### src/rtl/barrel_shift_unit.sv
// Operand shifter covering register shifts, rotated immediates and branch
// offsets, behind a 1- or 2-stage valid/ready pipeline.
module barrel_shift_unit #(
    parameter int WIDTH       = 32,
    parameter int PIPE_STAGES = 2
) (
    input  logic             clk,
    input  logic             reset,
    input  logic             in_valid,
    output logic             in_ready,
    input  logic [1:0]       mode,
    input  logic [1:0]       shift_type,
    input  logic [7:0]       shift_amt,
    input  logic [WIDTH-1:0] rm_data,
    input  logic [11:0]      imm12,
    input  logic [23:0]      branch_offset,
    input  logic             carry_in,
    output logic             out_valid,
    input  logic             out_ready,
    output logic [WIDTH-1:0] out_data,
    output logic             out_carry
);
    localparam int SW = $clog2(WIDTH);

    typedef enum logic [1:0] {
        MODE_REG_IMM = 2'b00,
        MODE_REG_REG = 2'b01,
        MODE_IMM_ROT = 2'b10,
        MODE_BRANCH  = 2'b11
    } mode_e;

    typedef enum logic [1:0] {
        SH_LSL = 2'b00,
        SH_LSR = 2'b01,
        SH_ASR = 2'b10,
        SH_ROR = 2'b11
    } shift_e;

    function automatic logic [WIDTH-1:0] rotr(input logic [WIDTH-1:0] v, input logic [SW-1:0] r);
        logic [SW:0] r_inv;
        r_inv = (SW+1)'(WIDTH) - {1'b0, r};
        return (v >> r) | (v << r_inv);
    endfunction

    logic [8:0]            amt;
    logic [WIDTH:0]        lsl_ext;
    logic [WIDTH:0]        lsr_ext;
    logic signed [WIDTH:0] asr_ext;
    logic [WIDTH-1:0]      ror_data;
    logic [4:0]            imm_rot;
    logic [WIDTH-1:0]      imm_data;
    logic [WIDTH-1:0]      res_data;
    logic                  res_carry;

    // NOTE: every signal written here gets a default first, so no path can infer a latch.
    always_comb begin
        amt = {1'b0, shift_amt};
        if (mode == MODE_REG_IMM) begin
            amt = {4'd0, shift_amt[4:0]};
            // A zero immediate field selects the full-width form of LSR and ASR.
            if (shift_amt[4:0] == 5'd0 && (shift_type == SH_LSR || shift_type == SH_ASR))
                amt = 9'(WIDTH);
        end

        // The extra bit beside each operand catches the last bit shifted out.
        lsl_ext  = {1'b0, rm_data} << amt;
        lsr_ext  = {rm_data, 1'b0} >> amt;
        asr_ext  = $signed({rm_data, 1'b0}) >>> amt;
        ror_data = rotr(rm_data, amt[SW-1:0]);
        imm_rot  = {imm12[11:8], 1'b0};
        imm_data = rotr(WIDTH'(imm12[7:0]), SW'(imm_rot));

        res_data  = '0;
        res_carry = carry_in;
        case (mode)
            MODE_REG_IMM, MODE_REG_REG: begin
                if (amt == '0) begin
                    res_data = rm_data;
                    if (mode == MODE_REG_IMM && shift_type == SH_ROR) begin
                        res_data  = {carry_in, rm_data[WIDTH-1:1]};
                        res_carry = rm_data[0];
                    end
                end else begin
                    case (shift_type)
                        SH_LSL:  {res_carry, res_data} = lsl_ext;
                        SH_LSR:  {res_data, res_carry} = lsr_ext;
                        SH_ASR:  {res_data, res_carry} = asr_ext;
                        default: begin
                            res_data  = ror_data;
                            res_carry = ror_data[WIDTH-1];
                        end
                    endcase
                end
            end
            MODE_IMM_ROT: begin
                res_data  = imm_data;
                res_carry = (imm_rot == '0) ? carry_in : imm_data[WIDTH-1];
            end
            MODE_BRANCH: begin
                res_data = {{(WIDTH-26){branch_offset[23]}}, branch_offset, 2'b00};
            end
            default: begin
                res_data  = '0;
                res_carry = 1'b0;
            end
        endcase
    end

    logic             s1_valid_q, s1_valid_d;
    logic [WIDTH-1:0] s1_data_q, s1_data_d;
    logic             s1_carry_q, s1_carry_d;
    logic             s1_load;
    logic             s1_down_ready;

    // A stage loads when empty or when its current contents leave this cycle.
    assign s1_load  = !s1_valid_q || s1_down_ready;
    assign in_ready = s1_load;

    always_comb begin
        s1_valid_d = s1_valid_q;
        s1_data_d  = s1_data_q;
        s1_carry_d = s1_carry_q;
        if (s1_load) begin
            s1_valid_d = in_valid;
            if (in_valid) begin
                s1_data_d  = res_data;
                s1_carry_d = res_carry;
            end
        end
    end

    // NOTE: sequential state uses non-blocking assignments; data regs are reset
    // too because the outputs must read zero while reset is held.
    always_ff @(posedge clk or posedge reset) begin
        if (reset) begin
            s1_valid_q <= 1'b0;
            s1_data_q  <= '0;
            s1_carry_q <= 1'b0;
        end else begin
            s1_valid_q <= s1_valid_d;
            s1_data_q  <= s1_data_d;
            s1_carry_q <= s1_carry_d;
        end
    end

    generate
        if (PIPE_STAGES == 2) begin : g_two_stage
            logic             s2_valid_q, s2_valid_d;
            logic [WIDTH-1:0] s2_data_q, s2_data_d;
            logic             s2_carry_q, s2_carry_d;
            logic             s2_load;

            assign s2_load       = !s2_valid_q || out_ready;
            assign s1_down_ready = s2_load;

            always_comb begin
                s2_valid_d = s2_valid_q;
                s2_data_d  = s2_data_q;
                s2_carry_d = s2_carry_q;
                if (s2_load) begin
                    s2_valid_d = s1_valid_q;
                    if (s1_valid_q) begin
                        s2_data_d  = s1_data_q;
                        s2_carry_d = s1_carry_q;
                    end
                end
            end

            always_ff @(posedge clk or posedge reset) begin
                if (reset) begin
                    s2_valid_q <= 1'b0;
                    s2_data_q  <= '0;
                    s2_carry_q <= 1'b0;
                end else begin
                    s2_valid_q <= s2_valid_d;
                    s2_data_q  <= s2_data_d;
                    s2_carry_q <= s2_carry_d;
                end
            end

            assign out_valid = s2_valid_q;
            assign out_data  = s2_data_q;
            assign out_carry = s2_carry_q;
        end else begin : g_one_stage
            assign s1_down_ready = out_ready;
            assign out_valid     = s1_valid_q;
            assign out_data      = s1_data_q;
            assign out_carry     = s1_carry_q;
        end
    endgenerate

endmodule
### config.mk
export PLATFORM = sky130hd
export DESIGN_NAME = barrel_shift_unit
export DESIGN_NICKNAME = d
export VERILOG_FILES = /design/src/rtl/barrel_shift_unit.sv
export SDC_FILE = /design/constraint.sdc
export NUM_CORES = 1
export LEC_CHECK = 0
export ABC_AREA = 1
export BUFFER_PORTS_ARGS = -buffer_cell sky130_fd_sc_hd__buf_2
export CAP_MARGIN = 25
export CORE_AREA = 2 2 174 176
export CTS_CLUSTER_DIAMETER = 40
export DETAILED_ROUTE_END_ITERATION = 16
export DIE_AREA = 0 0 176 178
export HOLD_SLACK_MARGIN = 0.03
export PLACE_DENSITY = 0.62
export SLEW_MARGIN = 5
export SYNTH_ARGS = -nofsm -noshare
export SYNTH_HDL_FRONTEND = slang
export SYNTH_SLANG_ARGS = --single-unit
### constraint.sdc
create_clock -name clk -period 3.1 [get_ports clk]
set_input_delay 0.62 -clock clk [delete_from_list [all_inputs] [get_ports clk]]
set_output_delay 0.62 -clock clk [all_outputs]
set_load 0.02 [all_outputs]
==> results of run 1 <==
flip-flops by register name, indices dropped and copies added, names as in the netlist:
signal	flops
out_valid	1
out_data	32
s1_valid_q	1
s1_carry_q	1
s1_data_q	32
out_carry	1
cells in the mapped netlist, drive strengths merged (7+ instances only):
library cell and count:
clkbuf 62, a21oi 109, mux2 33, o2111ai 8, dfrtp 68, a221oi 12, nand2 741, buf 80
a31oi 43, nand3 296, o211ai 27, o22ai 11, nor2 185, nand4 24, nor3 10, inv 134
a22oi 7, o21ai 174
final timing paths:
| kind | from | endpoint | slack (ns) |
|---|---|---|---|
| max in group asynchronous | reset | out_data[5]$_DFFE_PP0P_ | 2.21 |
| setup reg to reg | out_valid$_DFFE_PP0P_ | s1_data_q[19]$_DFFE_PP0P_ | 1.25 |
| min in group clk | out_data[8]$_DFFE_PP0P_ | out_data[8]$_DFFE_PP0P_ | 0.50 |
| hold / removal | reset | s1_data_q[23]$_DFFE_PP0P_ | 0.27 |
| hold reg to reg | out_data[8]$_DFFE_PP0P_ | out_data[8]$_DFFE_PP0P_ | 0.50 |
| setup / recovery | shift_amt[0] | s1_data_q[15]$_DFFE_PP0P_ | 0.08 |
critical path, cell delays in order:
cell     delay [ns]
buf_2          0.15
buf_4          0.26
buf_4          0.18
nand2_1        0.06
nand2_1        0.23
inv_1          0.15
o21ai_1        0.20
o21ai_0        0.11
buf_4          0.16
o21ai_1        0.43
nand2_1        0.13
nand3_1        0.09
a31oi_1        0.07
nand2_1        0.16
nand2_1        0.10
a21oi_1        0.17
layout make-up:
type / count / area [um2]
timing repair buffer: 359 / 2570
clock buffer: 10 / 229
antenna: 1 / 2.50
clock inverter: 6 / 88.8
inverter: 138 / 524
tap: 390 / 488
fill: 3220 / 15600
sequential: 68 / 1700
multi-input combinational: 1723 / 8200
report_power, final:
part,total (W),internal (W),switching [W]
combinational,0.00309,0.00105,0.00204
sequential,0.00128,0.00115,0.000137
clock,0.00112,0.000704,0.000411
per-layer routing:
metal  up-vias  track usage  routed length (um)
met1      7533        0.524               26200
met5         -            0                   0
met2      1029        0.676               29500
li1       7413            -                   -
met4         0        0.288                5390
met3       247        0.105                7080
through the flow:
| stage | area [um2] | setup TNS (ns) | total power (W) | hold WS, ns |
|---|---|---|---|---|
| floorplan | 11100 | 0 | 0.00294 | 0.481 |
| detailed placement | 13500 | -0.526 | 0.00429 | 0.490 |
| finish | 13800 | 0 | 0.00549 | 0.267 |
| global placement | 13500 | -0.554 | 0.00427 | 0.484 |
| global route | 13800 | 0 | 0.00576 | 0.284 |
| CTS | 13800 | 0 | 0.00540 | 0.270 |
timing repair:
action                                  CTS  global route
gates resized for setup                   0             2
endpoints found under the setup margin    0             3
buffers inserted                          0             0
kinds of logic after synthesis:
family,share of synthesized area
AOI/OAI and AO/OA,0.214
muxes,0.0380
adders and majority gates,0.00677
xor gates and xnor gates,0.000790
DFF,0.153
buffers and inverters,0.108
and+or+nand+nor,0.479
==> impl_metrics.sql, run 1 <==
INSERT INTO impl_metrics (metric_group, metric, value, unit) VALUES
('floorplanning', 'io-pin-count', '120', ''),
('clock_network', 'cts_sinks', '68', ''),
('placement', 'io_buffer_count', '119', ''),
('floorplanning', 'floorplan.rows', '63', ''),
('detailed_routing', 'totalWireLength', '68.2', 'mm'),
('grt', 'grt_first_pass_wirelength', '98.5', 'mm'),
('placement', 'post-dp-hpwl', '55.7', 'mm'),
('logic_synthesis', 'synth-async-reset-ratio', '1.00', ''),
('detailed_routing', 'routed_via_density', '6.02', ''),
('sta', 'fmaxAchievable', '331', 'MHz'),
('power_and_ir_drop', 'power_per_cell_area', '397', 'mW/mm2'),
('floorplanning', 'die_width', '176', 'um'),
('logic_synthesis', 'synthDistinctLibCells', '50', ''),
('hold_path', 'worst_hold_path_type', 'input pin to asynchronous set/reset pin', ''),
('critical_path', 'required', '3.37', 'ns'),
('sta', 'worst_slack', '0.0772', 'ns'),
('sta', 'grt_setup_unrepaired', 'no', ''),
('clock_network', 'cts.path.max_buffers', '2', ''),
('detailed_routing', 'dr.first_iter.drc_count', '1934', ''),
('final_layout', 'postLayoutCoreUtil', '0.470', ''),
('floorplanning', 'dieHeight', '178', 'um'),
('power_and_ir_drop', 'power_leakage', '7.02', 'nW'),
('sta', 'report.final.hold_viol_count', '0', ''),
('floorplanning', 'core_area', '0.0294', 'mm2'),
('sta', 'skew', '0.00635', 'ns'),
('sta', 'timing.final.max_slew_violations', '0', ''),
('critical_path', 'critPathKind', 'input pin to flip-flop', ''),
('detailed_routing', 'detail_route.wl_per_cell', '25.3', 'um'),
('detailed_routing', 'detail_route.drc_violations', '0', ''),
('logic_synthesis', 'synth.area.top_cells', 'nand2_1, dfrtp_1, nand3_1', ''),
('logic_synthesis', 'synth-edff-count', '0', ''),
('sta', 'finalCriticalPeriod', '3.02', 'ns'),
('placement', 'place_ws', '-0.194', 'ns'),
('flow_run', 'drv.max_cap_violation_count', '0', ''),
('clock_network', 'cts_buffers', '9', ''),
('placement', 'placedCellCount', '2678', ''),
('floorplanning', 'initial_core_util', '0.377', ''),
('placement', 'gpl.final_weighted_congestion', '1.08', ''),
('logic_synthesis', 'ys_warn_count', '0', ''),
('grt', 'gr-total-overflow', '0', ''),
('critical_path', 'cp-start-kind', 'input pin', ''),
('final_layout', 'final_nets', '2390', ''),
('detailed_routing', 'antenna_violating_nets_post_route', '0', ''),
('clock_network', 'htree_num_levels', '3', ''),
('logic_synthesis', 'synth_top_area_frac', '0.248', ''),
('clock_network', 'clock_insertion_delay_worst_skew', '0.34', 'ns'),
('critical_path', 'timing.critical_path.to_type', 'flip-flop', ''),
('floorplanning', 'die-area', '0.0313', 'mm2'),
('final_layout', 'area_growth', '24.5', '%'),
('sta', 'setup_violations', '0', ''),
('detailed_routing', 'route.vias.total', '16200', ''),
('clock_network', 'cts.root.buffer_cell', 'clkbuf_16', ''),
('final_layout', 'final_cell_mix', 'nand2_1, nand3_1, buf_4', ''),
('logic_synthesis', 'syn-num-nets', '2162', ''),
('final_layout', 'final_layout_size_suffix_gt1_frac', '0.200', ''),
('clock_network', 'number_of_buffers_added_to_fix_hold_violations_after_cts', '0', ''),
('clock_network', 'clkSlewWorstSetupHoldPaths', '0.06', 'ns'),
('sta', 'tightest_slew', '0.945', 'ns'),
('critical_path', 'worst-path-max-fanout', '17', ''),
('grt', 'number_of_global_route_vias_before_repair', '15300', ''),
('detailed_routing', 'dr.pass1.iters', '5', ''),
('logic_synthesis', 'syn_area_per_cell', '5.36', 'um2'),
('power_and_ir_drop', 'vdd.ir_drop.worst', '0.235', 'mV'),
('logic_synthesis', 'synth-main-ff-cell', 'dfrtp_1', ''),
('logic_synthesis', 'ys_seq_area_frac', '0.153', ''),
('sta', 'final.period_utilization', '0.975', ''),
('critical_path', 'cp.arrival', '3.29', 'ns'),
('run_status', 'run_status', 'complete, no violations', ''),
('logic_synthesis', 'postSynthRegisterBits', '68', ''),
('grt', 'global_route.usage.total', '0.431', ''),
('grt', 'grt_start_max_net_pins', '54', ''),
('final_layout', 'final_cells', '2695', ''),
('logic_synthesis', 'post_synth_instance_area', '0.0111', 'mm2'),
('final_layout', 'most_common_cell_after_layout_fill_and_taps_aside', 'nand2_1', ''),
('logic_synthesis', 'synthDominantAreaCellType', 'nand2_1', ''),
('critical_path', 'ff2ff_path_depth', '7', ''),
('logic_synthesis', 'syn_inst', '2071', ''),
('sta', 'maxSlewHeadroom', '0.367', ''),
('grt', 'grt_antenna_before_repair', '2', ''),
('clock_network', 'cts_tree', 'yes', '');
Power figures use the tool's default switching activity.
==> run 2, diff against run 1 <==
--- a/config.mk
+++ b/config.mk
@@ -8,10 +8,11 @@
 export ABC_AREA = 1
 export BUFFER_PORTS_ARGS = -buffer_cell sky130_fd_sc_hd__buf_2
 export CAP_MARGIN = 25
-export CORE_AREA = 2 2 174 176
+export CORE_AREA = 2 2 166 185
 export CTS_CLUSTER_DIAMETER = 40
+export CTS_CLUSTER_SIZE = 28
 export DETAILED_ROUTE_END_ITERATION = 16
-export DIE_AREA = 0 0 176 178
+export DIE_AREA = 0 0 168 187
 export HOLD_SLACK_MARGIN = 0.03
 export PLACE_DENSITY = 0.62
 export SLEW_MARGIN = 5
==> impl_metrics.sql, run 2 (same netlist as run 1, synthesis figures left out) <==
INSERT INTO impl_metrics (metric_group, metric, value, unit) VALUES
('final_layout', 'postLayoutCoreUtil', '0.465', ''),
('placement', 'io_buffer_count', '119', ''),
('critical_path', 'crit_path_end', 's1_data_q[22]$_DFFE_PP0P_', ''),
('clock_network', 'cts.root.buffer_cell', 'clkbuf_16', ''),
('clock_network', 'cts.path.max_buffers', '2', ''),
('floorplanning', 'initial_core_util', '0.373', ''),
('flow_run', 'drv.max_cap_violation_count', '0', ''),
('critical_path', 'ff2ff_path_depth', '6', ''),
('floorplanning', 'io-pin-count', '120', ''),
('critical_path', 'highest_delay_cell_along_the_critical_path', 'o21ai_0', ''),
('grt', 'grt_antenna_before_repair', '0', ''),
('final_layout', 'design_area', '0.0138', 'mm2'),
('placement', 'place_ws', '-0.180', 'ns'),
('placement', 'gpl.final_weighted_congestion', '1.08', ''),
('sta', 'tightest_slew', '0.857', 'ns'),
('critical_path', 'critical-path-max-stage-delay', '0.70', 'ns'),
('grt', 'grt_first_pass_wirelength', '97.7', 'mm'),
('clock_network', 'htree_num_levels', '3', ''),
('final_layout', 'most_common_cell_after_layout_fill_and_taps_aside', 'nand2_1', ''),
('sta', 'worst_slack', '-0.0301', 'ns'),
('clock_network', 'clkSlewWorstSetupHoldPaths', '0.06', 'ns'),
('clock_network', 'cts_setup_buffers', '0', ''),
('critical_path', 'rr_startpoint', 'out_valid$_DFFE_PP0P_', ''),
('sta', 'timing.final.max_slew_violations', '0', ''),
('power_and_ir_drop', 'power_per_cell_area', '389', 'mW/mm2'),
('clock_network', 'cts_sinks', '68', ''),
('floorplanning', 'die-area', '0.0314', 'mm2'),
('critical_path', 'worst-path-max-fanout', '14', ''),
('run_status', 'failed_checks', 'negative setup slack', ''),
('grt', 'number_of_global_route_vias_before_repair', '15000', ''),
('critical_path', 'startpoint', 'shift_amt[0]', ''),
('critical_path', 'reg2reg_to', 's1_data_q[27]$_DFFE_PP0P_', ''),
('final_layout', 'area_growth', '24.8', '%'),
('critical_path', 'ff2ff_setup_slack', '1.19', 'ns'),
('floorplanning', 'floorplan.rows', '67', ''),
('sta', 'final.period_utilization', '1.01', ''),
('sta', 'setup_violations', '1', ''),
('final_layout', 'final_nets', '2400', ''),
('sta', 'finalSetupTns', '-0.0301', 'ns'),
('final_layout', 'ff_latch_area', '0.00170', 'mm2'),
('run_status', 'run_status', 'complete, but fails checks', ''),
('final_layout', 'layout.filler_cells', '3299', ''),
('sta', 'fmaxAchievable', '319', 'MHz'),
('power_and_ir_drop', 'power_leakage', '7.07', 'nW'),
('sta', 'skew', '0.00793', 'ns'),
('final_layout', 'final_cell_mix', 'nand2_1, nand3_1, buf_4', ''),
('placement', 'placedCellCount', '2676', ''),
('critical_path', 'cp_cell_sequence', 'buf_2 -> buf_4 -> nor2_2 -> inv_1 -> nor2_2 -> buf_4 -> inv_1 -> nand2_2 -> nand2_2 -> clkinv_2 -> buf_4 -> o21ai_0 -> o2111ai_1 -> nand2_1 -> nand2_1 -> nand2_1 -> a21oi_1', ''),
('final_layout', 'final_layout_size_suffix_gt1_frac', '0.204', ''),
('detailed_routing', 'routed_via_density', '5.98', ''),
('placement', 'dpl-instance-area', '0.0135', 'mm2'),
('detailed_routing', 'dr.first_iter.drc_count', '1782', ''),
('detailed_routing', 'dr.pass1.iters', '6', ''),
('clock_network', 'clock_insertion_delay_worst_skew', '0.34', 'ns'),
('grt', 'grt_start_max_net_pins', '71', ''),
('detailed_routing', 'antenna_violating_nets_post_route', '0', ''),
('grt', 'global_route.usage.total', '0.418', ''),
('sta', 'report.final.hold_viol_count', '0', ''),
('floorplanning', 'dieHeight', '187', 'um'),
('final_layout', 'area_of_the_multi_input_gates', '0.00820', 'mm2'),
('critical_path', 'required', '3.33', 'ns'),
('critical_path', 'cp.arrival', '3.36', 'ns'),
('detailed_routing', 'route.vias.total', '16100', ''),
('clock_network', 'cts_buffers', '9', ''),
('detailed_routing', 'detail_route.drc_violations', '0', ''),
('final_layout', 'diodes', '0', ''),
('grt', 'gr-total-overflow', '0', ''),
('detailed_routing', 'detail_route.wl_per_cell', '24.9', 'um'),
('sta', 'maxSlewHeadroom', '0.422', ''),
('final_layout', 'final_cells', '2693', ''),
('floorplanning', 'core_area', '0.0298', 'mm2'),
('floorplanning', 'die_width', '168', 'um'),
('clock_network', 'cts_tree', 'yes', ''),
('power_and_ir_drop', 'vdd.ir_drop.worst', '0.238', 'mV'),
('sta', 'finalCriticalPeriod', '3.13', 'ns'),
('critical_path', 'timing.critical_path.to_type', 'flip-flop', ''),
('hold_path', 'worst_hold_path_type', 'input pin to asynchronous set/reset pin', ''),
('critical_path', 'cp-start-kind', 'input pin', ''),
('placement', 'post-dp-hpwl', '55.0', 'mm'),
('sta', 'grt_setup_unrepaired', 'no', ''),
('detailed_routing', 'totalWireLength', '67.0', 'mm'),
('critical_path', 'critPathKind', 'input pin to flip-flop', ''),
('clock_network', 'number_of_buffers_added_to_fix_hold_violations_after_cts', '0', '');
==> run 2: how the worst min path moves through the flow <==
stage / slack [ns] / endpoint / start / depth (start not counted)
floorplan: 0.48 / out_data[27]$_DFFE_PP0P_ / s1_data_q[27]$_DFFE_PP0P_ / 1
global placement: 0.48 / out_data[14]$_DFFE_PP0P_ / out_data[14]$_DFFE_PP0P_ / 1
CTS: 0.34 / out_data[26]$_DFFE_PP0P_ / reset / 2
detailed placement: 0.49 / out_data[30]$_DFFE_PP0P_ / out_data[30]$_DFFE_PP0P_ / 1
finish: 0.33 / out_data[25]$_DFFE_PP0P_ / reset / 2
global route: 0.39 / out_data[21]$_DFFE_PP0P_ / reset / 2
==> run 2: critical path: cells and delay by family <==
kind | cells | cell delay (ns)
buf+inv | 7 | 1.16
compound gates | 3 | 0.92
simple gates | 7 | 0.65
==> run 2: cell type report <==
class | instances | share of cell area
multi-input cells | 1723 | 0.593
repair buffers | 369 | 0.191
flip-flops and latches | 68 | 0.123
inverters | 138 | 0.0379
well taps | 379 | 0.0343
clock buffers | 9 | 0.0163
clock inverters | 7 | 0.00542
==> run 2: where the power goes <==
part,leakage [nW],internal [W],switching [W]
logic,6.12,0.00104,0.00202
clock network,0.150,0.000626,0.000421
registers,0.796,0.00114,0.000128
total,7.07,0.00281,0.00257
==> run 2: metal layers <==
layer  part of all wire  global-route usage  wire length [um]
met4              0.082               0.286              5480
met1               0.38               0.508             25400
met3              0.087              0.0592              5800
met2               0.45               0.685             30400
met5                  0                   0                 0
==> run 2: timing repair <==
item                                   in CTS  in global routing
endpoints found under the hold margin       0                  0
gates resized for setup                     0                  1
setup endpoints to repair                   0                  3
==> run 2: per-stage QoR <==
| step | hold slack [ns] | power, W |
|---|---|---|
| 2_1_floorplan | 0.481 | 0.00294 |
| 3_3_place_gp | 0.484 | 0.00426 |
| 3_5_place_dp | 0.488 | 0.00427 |
| 4_1_cts | 0.344 | 0.00531 |
| 5_1_grt | 0.389 | 0.00564 |
| 6_report | 0.331 | 0.00538 |
==> run 3, diff against run 2 <==
--- a/config.mk
+++ b/config.mk
@@ -5,14 +5,13 @@
 export SDC_FILE = /design/constraint.sdc
 export NUM_CORES = 1
 export LEC_CHECK = 0
-export ABC_AREA = 1
 export BUFFER_PORTS_ARGS = -buffer_cell sky130_fd_sc_hd__buf_2
 export CAP_MARGIN = 25
-export CORE_AREA = 2 2 166 185
+export CORE_AREA = 2 2 175 194
 export CTS_CLUSTER_DIAMETER = 40
 export CTS_CLUSTER_SIZE = 28
 export DETAILED_ROUTE_END_ITERATION = 16
-export DIE_AREA = 0 0 168 187
+export DIE_AREA = 0 0 177 196
 export HOLD_SLACK_MARGIN = 0.03
 export PLACE_DENSITY = 0.62
 export SLEW_MARGIN = 5
==> impl_metrics.sql, run 3 <==
INSERT INTO impl_metrics (metric_group, metric, value, unit) VALUES
('sta', 'worst_slack', '0.00771', 'ns'),
('logic_synthesis', 'syn_inst', '1564', ''),
('logic_synthesis', 'postSynthRegisterBits', '68', ''),
('power_and_ir_drop', 'fin_total_pwr', '0.00564', 'W'),
('clock_network', 'cts_buffers', '9', ''),
('grt', 'number_of_global_route_vias_before_repair', '15700', ''),
('sta', 'fmaxAchievable', '323', 'MHz'),
('placement', 'io_buffer_count', '119', ''),
('detailed_routing', 'detail_route.drc_violations', '0', ''),
('detailed_routing', 'totalWireLength', '80.3', 'mm'),
('floorplanning', 'core_area', '0.0328', 'mm2'),
('sta', 'hold_ws', '0.365', 'ns'),
('clock_network', 'clkSlewWorstSetupHoldPaths', '0.06', 'ns'),
('hold_path', 'worst_hold_path_type', 'input pin to asynchronous set/reset pin', ''),
('final_layout', 'final_layout_size_suffix_gt1_frac', '0.407', ''),
('floorplanning', 'floorplan.rows', '70', ''),
('final_layout', 'final_nets', '2087', ''),
('logic_synthesis', 'synth.area.top_cells', 'dfrtp_1, mux4_2, mux2_2', ''),
('sta', 'tightest_slew', '0.848', 'ns'),
('critical_path', 'required', '3.32', 'ns'),
('sta', 'timing.final.max_slew_violations', '0', ''),
('power_and_ir_drop', 'internal_power', '0.00311', 'W'),
('power_and_ir_drop', 'sequentialPowerShare', '0.216', ''),
('power_and_ir_drop', 'power_leakage', '7.15', 'nW'),
('sta', 'report.final.hold_viol_count', '0', ''),
('clock_network', 'cts.path.max_buffers', '2', ''),
('detailed_routing', 'detail_route.wl_per_cell', '33.0', 'um'),
('clock_network', 'clock_insertion_delay_worst_skew', '0.33', 'ns'),
('power_and_ir_drop', 'comb_power_share', '0.606', ''),
('final_layout', 'final_cell_mix', 'buf_4, nand2_1, nor2_1', ''),
('detailed_routing', 'route.vias.total', '16500', ''),
('logic_synthesis', 'synthDominantAreaCellType', 'dfrtp_1', ''),
('flow_run', 'drv.max_cap_violation_count', '0', ''),
('logic_synthesis', 'synth_top_area_frac', '0.139', ''),
('critical_path', 'critPathKind', 'input pin to flip-flop', ''),
('sta', 'final.period_utilization', '0.998', ''),
('logic_synthesis', 'syn-num-nets', '1655', ''),
('logic_synthesis', 'synth_most_common_cell', 'nand2_1', ''),
('sta', 'grt_setup_unrepaired', 'no', ''),
('final_layout', 'diodes', '0', ''),
('logic_synthesis', 'synth-edff-count', '0', ''),
('detailed_routing', 'antenna_violating_nets_post_route', '0', ''),
('logic_synthesis', 'ys_warn_count', '0', ''),
('critical_path', 'cp.arrival', '3.31', 'ns'),
('floorplanning', 'io-pin-count', '120', ''),
('placement', 'place_ws', '-0.556', 'ns'),
('final_layout', 'layout.filler_cells', '3298', ''),
('sta', 'skew', '0.00679', 'ns'),
('power_and_ir_drop', 'power_per_cell_area', '338', 'mW/mm2'),
('logic_synthesis', 'post_synth_instance_area', '0.0123', 'mm2'),
('detailed_routing', 'dr.pass1.iters', '6', ''),
('critical_path', 'worst-path-max-fanout', '7', ''),
('power_and_ir_drop', 'net-switching-power', '0.00253', 'W'),
('clock_network', 'cts_setup_buffers', '0', ''),
('sta', 'maxSlewHeadroom', '0.430', ''),
('final_layout', 'area_growth', '36.0', '%'),
('placement', 'placedCellCount', '2415', ''),
('final_layout', 'final_cells', '2433', ''),
('clock_network', 'cts_tree', 'yes', ''),
('final_layout', 'most_common_cell_after_layout_fill_and_taps_aside', 'buf_4', ''),
('logic_synthesis', 'synth-main-ff-cell', 'dfrtp_1', ''),
('critical_path', 'cp-start-kind', 'input pin', ''),
('grt', 'gr-total-overflow', '0', ''),
('final_layout', 'postLayoutCoreUtil', '0.508', ''),
('grt', 'grt_first_pass_wirelength', '113', 'mm'),
('final_layout', 'ff_latch_area', '0.00170', 'mm2'),
('floorplanning', 'die_width', '177', 'um'),
('placement', 'post-dp-hpwl', '66.6', 'mm'),
('grt', 'grt_antenna_before_repair', '3', ''),
('logic_synthesis', 'leading_post_synthesis_cells_by_instance_count', 'nand2_1, nor2_1, a21oi_1, o21ai_0, clkbuf_1', ''),
('final_layout', 'area_of_the_multi_input_gates', '0.00965', 'mm2'),
('floorplanning', 'dieHeight', '196', 'um'),
('grt', 'global_route.usage.total', '0.455', ''),
('sta', 'finalCriticalPeriod', '3.09', 'ns'),
('clock_network', 'cts_sinks', '68', ''),
('detailed_routing', 'routed_via_density', '6.79', ''),
('clock_network', 'htree_num_levels', '3', ''),
('sta', 'setup_violations', '0', ''),
('run_status', 'run_status', 'complete, no violations', ''),
('detailed_routing', 'dr.first_iter.drc_count', '2314', ''),
('power_and_ir_drop', 'power.share.switching', '0.448', ''),
('clock_network', 'number_of_buffers_added_to_fix_hold_violations_after_cts', '0', ''),
('floorplanning', 'die-area', '0.0347', 'mm2'),
('logic_synthesis', 'synth-async-reset-ratio', '1.00', ''),
('grt', 'grt_start_max_net_pins', '45', ''),
('power_and_ir_drop', 'vdd.ir_drop.worst', '0.294', 'mV'),
('critical_path', 'timing.critical_path.to_type', 'flip-flop', ''),
('logic_synthesis', 'synthDistinctLibCells', '92', ''),
('logic_synthesis', 'ys_seq_area_frac', '0.139', ''),
('clock_network', 'cts.root.buffer_cell', 'clkbuf_16', ''),
('floorplanning', 'initial_core_util', '0.373', ''),
('power_and_ir_drop', 'clock_power_share', '0.177', ''),
('placement', 'gpl.final_weighted_congestion', '1.16', ''),
('logic_synthesis', 'syn_area_per_cell', '7.83', 'um2');
[run 3: changes by cell type after synthesis, moves of 16 or more]
cell	delta
o22ai_1	+26
o21ai_0	-32
mux2_2	+56
nand2_1	-549
nand3_1	-251
a211oi_1	+26
o21ai_1	-21
inv_1	-101
nand2b_1	+28
mux4_2	+65
mux2i_1	+86
clkbuf_1	+35
a31oi_1	-16
nor2_1	-51
[run 3: repair_timing]
| action | 4_1_cts | 5_1_grt |
|---|---|---|
| hold endpoints to repair | 0 | 0 |
| setup endpoints to repair | 2 | 6 |
| resized for setup | 3 | 7 |
[run 3: metrics by stage]
stage / area (um2) / TNS, ns
floorplan: 12300 / 0
global placement: 16300 / -4.11
detailed placement: 16300 / -4.18
CTS: 16600 / 0
global route: 16700 / 0
finish: 16700 / 0
[run 3: final cells by class]
cell class / count / area share
Multi-Input combinational cell: 1300 / 0.579
Timing Repair Buffer: 596 / 0.264
Sequential cell: 68 / 0.102
Tap cell: 432 / 0.0324
Clock buffer: 9 / 0.0135
Inverter: 21 / 0.00473
Clock inverter: 7 / 0.00398
[run 3: kinds of logic after synthesis]
family	count (synthesis)	synth area share
muxes	246	0.277
AOI/OAI and AO/OA	564	0.317
buffers and inverters	196	0.0769
DFF	68	0.139
and+or+nand+nor	481	0.182
xor gates and xnor gates	3	0.00214
adders and majority gates	6	0.00613
[run 3: path summary, 6_finish.rpt]
path / depth (start not counted) / end / startpoint / slack [ns]
min: 2 / s1_data_q[14]$_DFFE_PP0P_ / reset / 0.37
min in group clk: 1 / out_data[27]$_DFFE_PP0P_ / out_data[27]$_DFFE_PP0P_ / 0.50
max: 10 / s1_data_q[17]$_DFFE_PP0P_ / shift_amt[0] / 0.008
max in group asynchronous: 3 / s1_data_q[31]$_DFFE_PP0P_ / reset / 2.09
max reg2reg: 7 / s1_data_q[19]$_DFFE_PP0P_ / out_valid$_DFFE_PP0P_ / 0.93
min reg2reg: 1 / out_data[27]$_DFFE_PP0P_ / out_data[27]$_DFFE_PP0P_ / 0.50
[run 3: power by group through the flow]
stage	registers, W	clock network (W)	logic (W)
2_1_floorplan	0.00136	0	0.00151
3_3_place_gp	0.00122	0	0.00327
3_5_place_dp	0.00124	0	0.00328
4_1_cts	0.00122	0.00100	0.00329
5_1_grt	0.00124	0.00105	0.00352
6_report	0.00122	0.00100	0.00342
[run 3: metal layers]
layer  part of all wire  vias to the layer above  wire, um  global-route usage
met4               0.10                        2      8030               0.370
met2               0.44                     1230     35100               0.701
met5            0.00014                        -        11                   0
met1               0.37                     7994     29800               0.557
li1                   -                     6944         -                   -
met3              0.092                      349      7390              0.0752
[run 3: worst max-delay path, cell delays in order]
cell	delay [ns]
buf_4	0.13
nor4_2	0.76
buf_4	0.36
nor2_1	0.16
a21oi_1	0.12
o21ai_0	0.19
a31oi_1	0.34
buf_4	0.19
a311oi_1	0.07
o32a_1	0.36
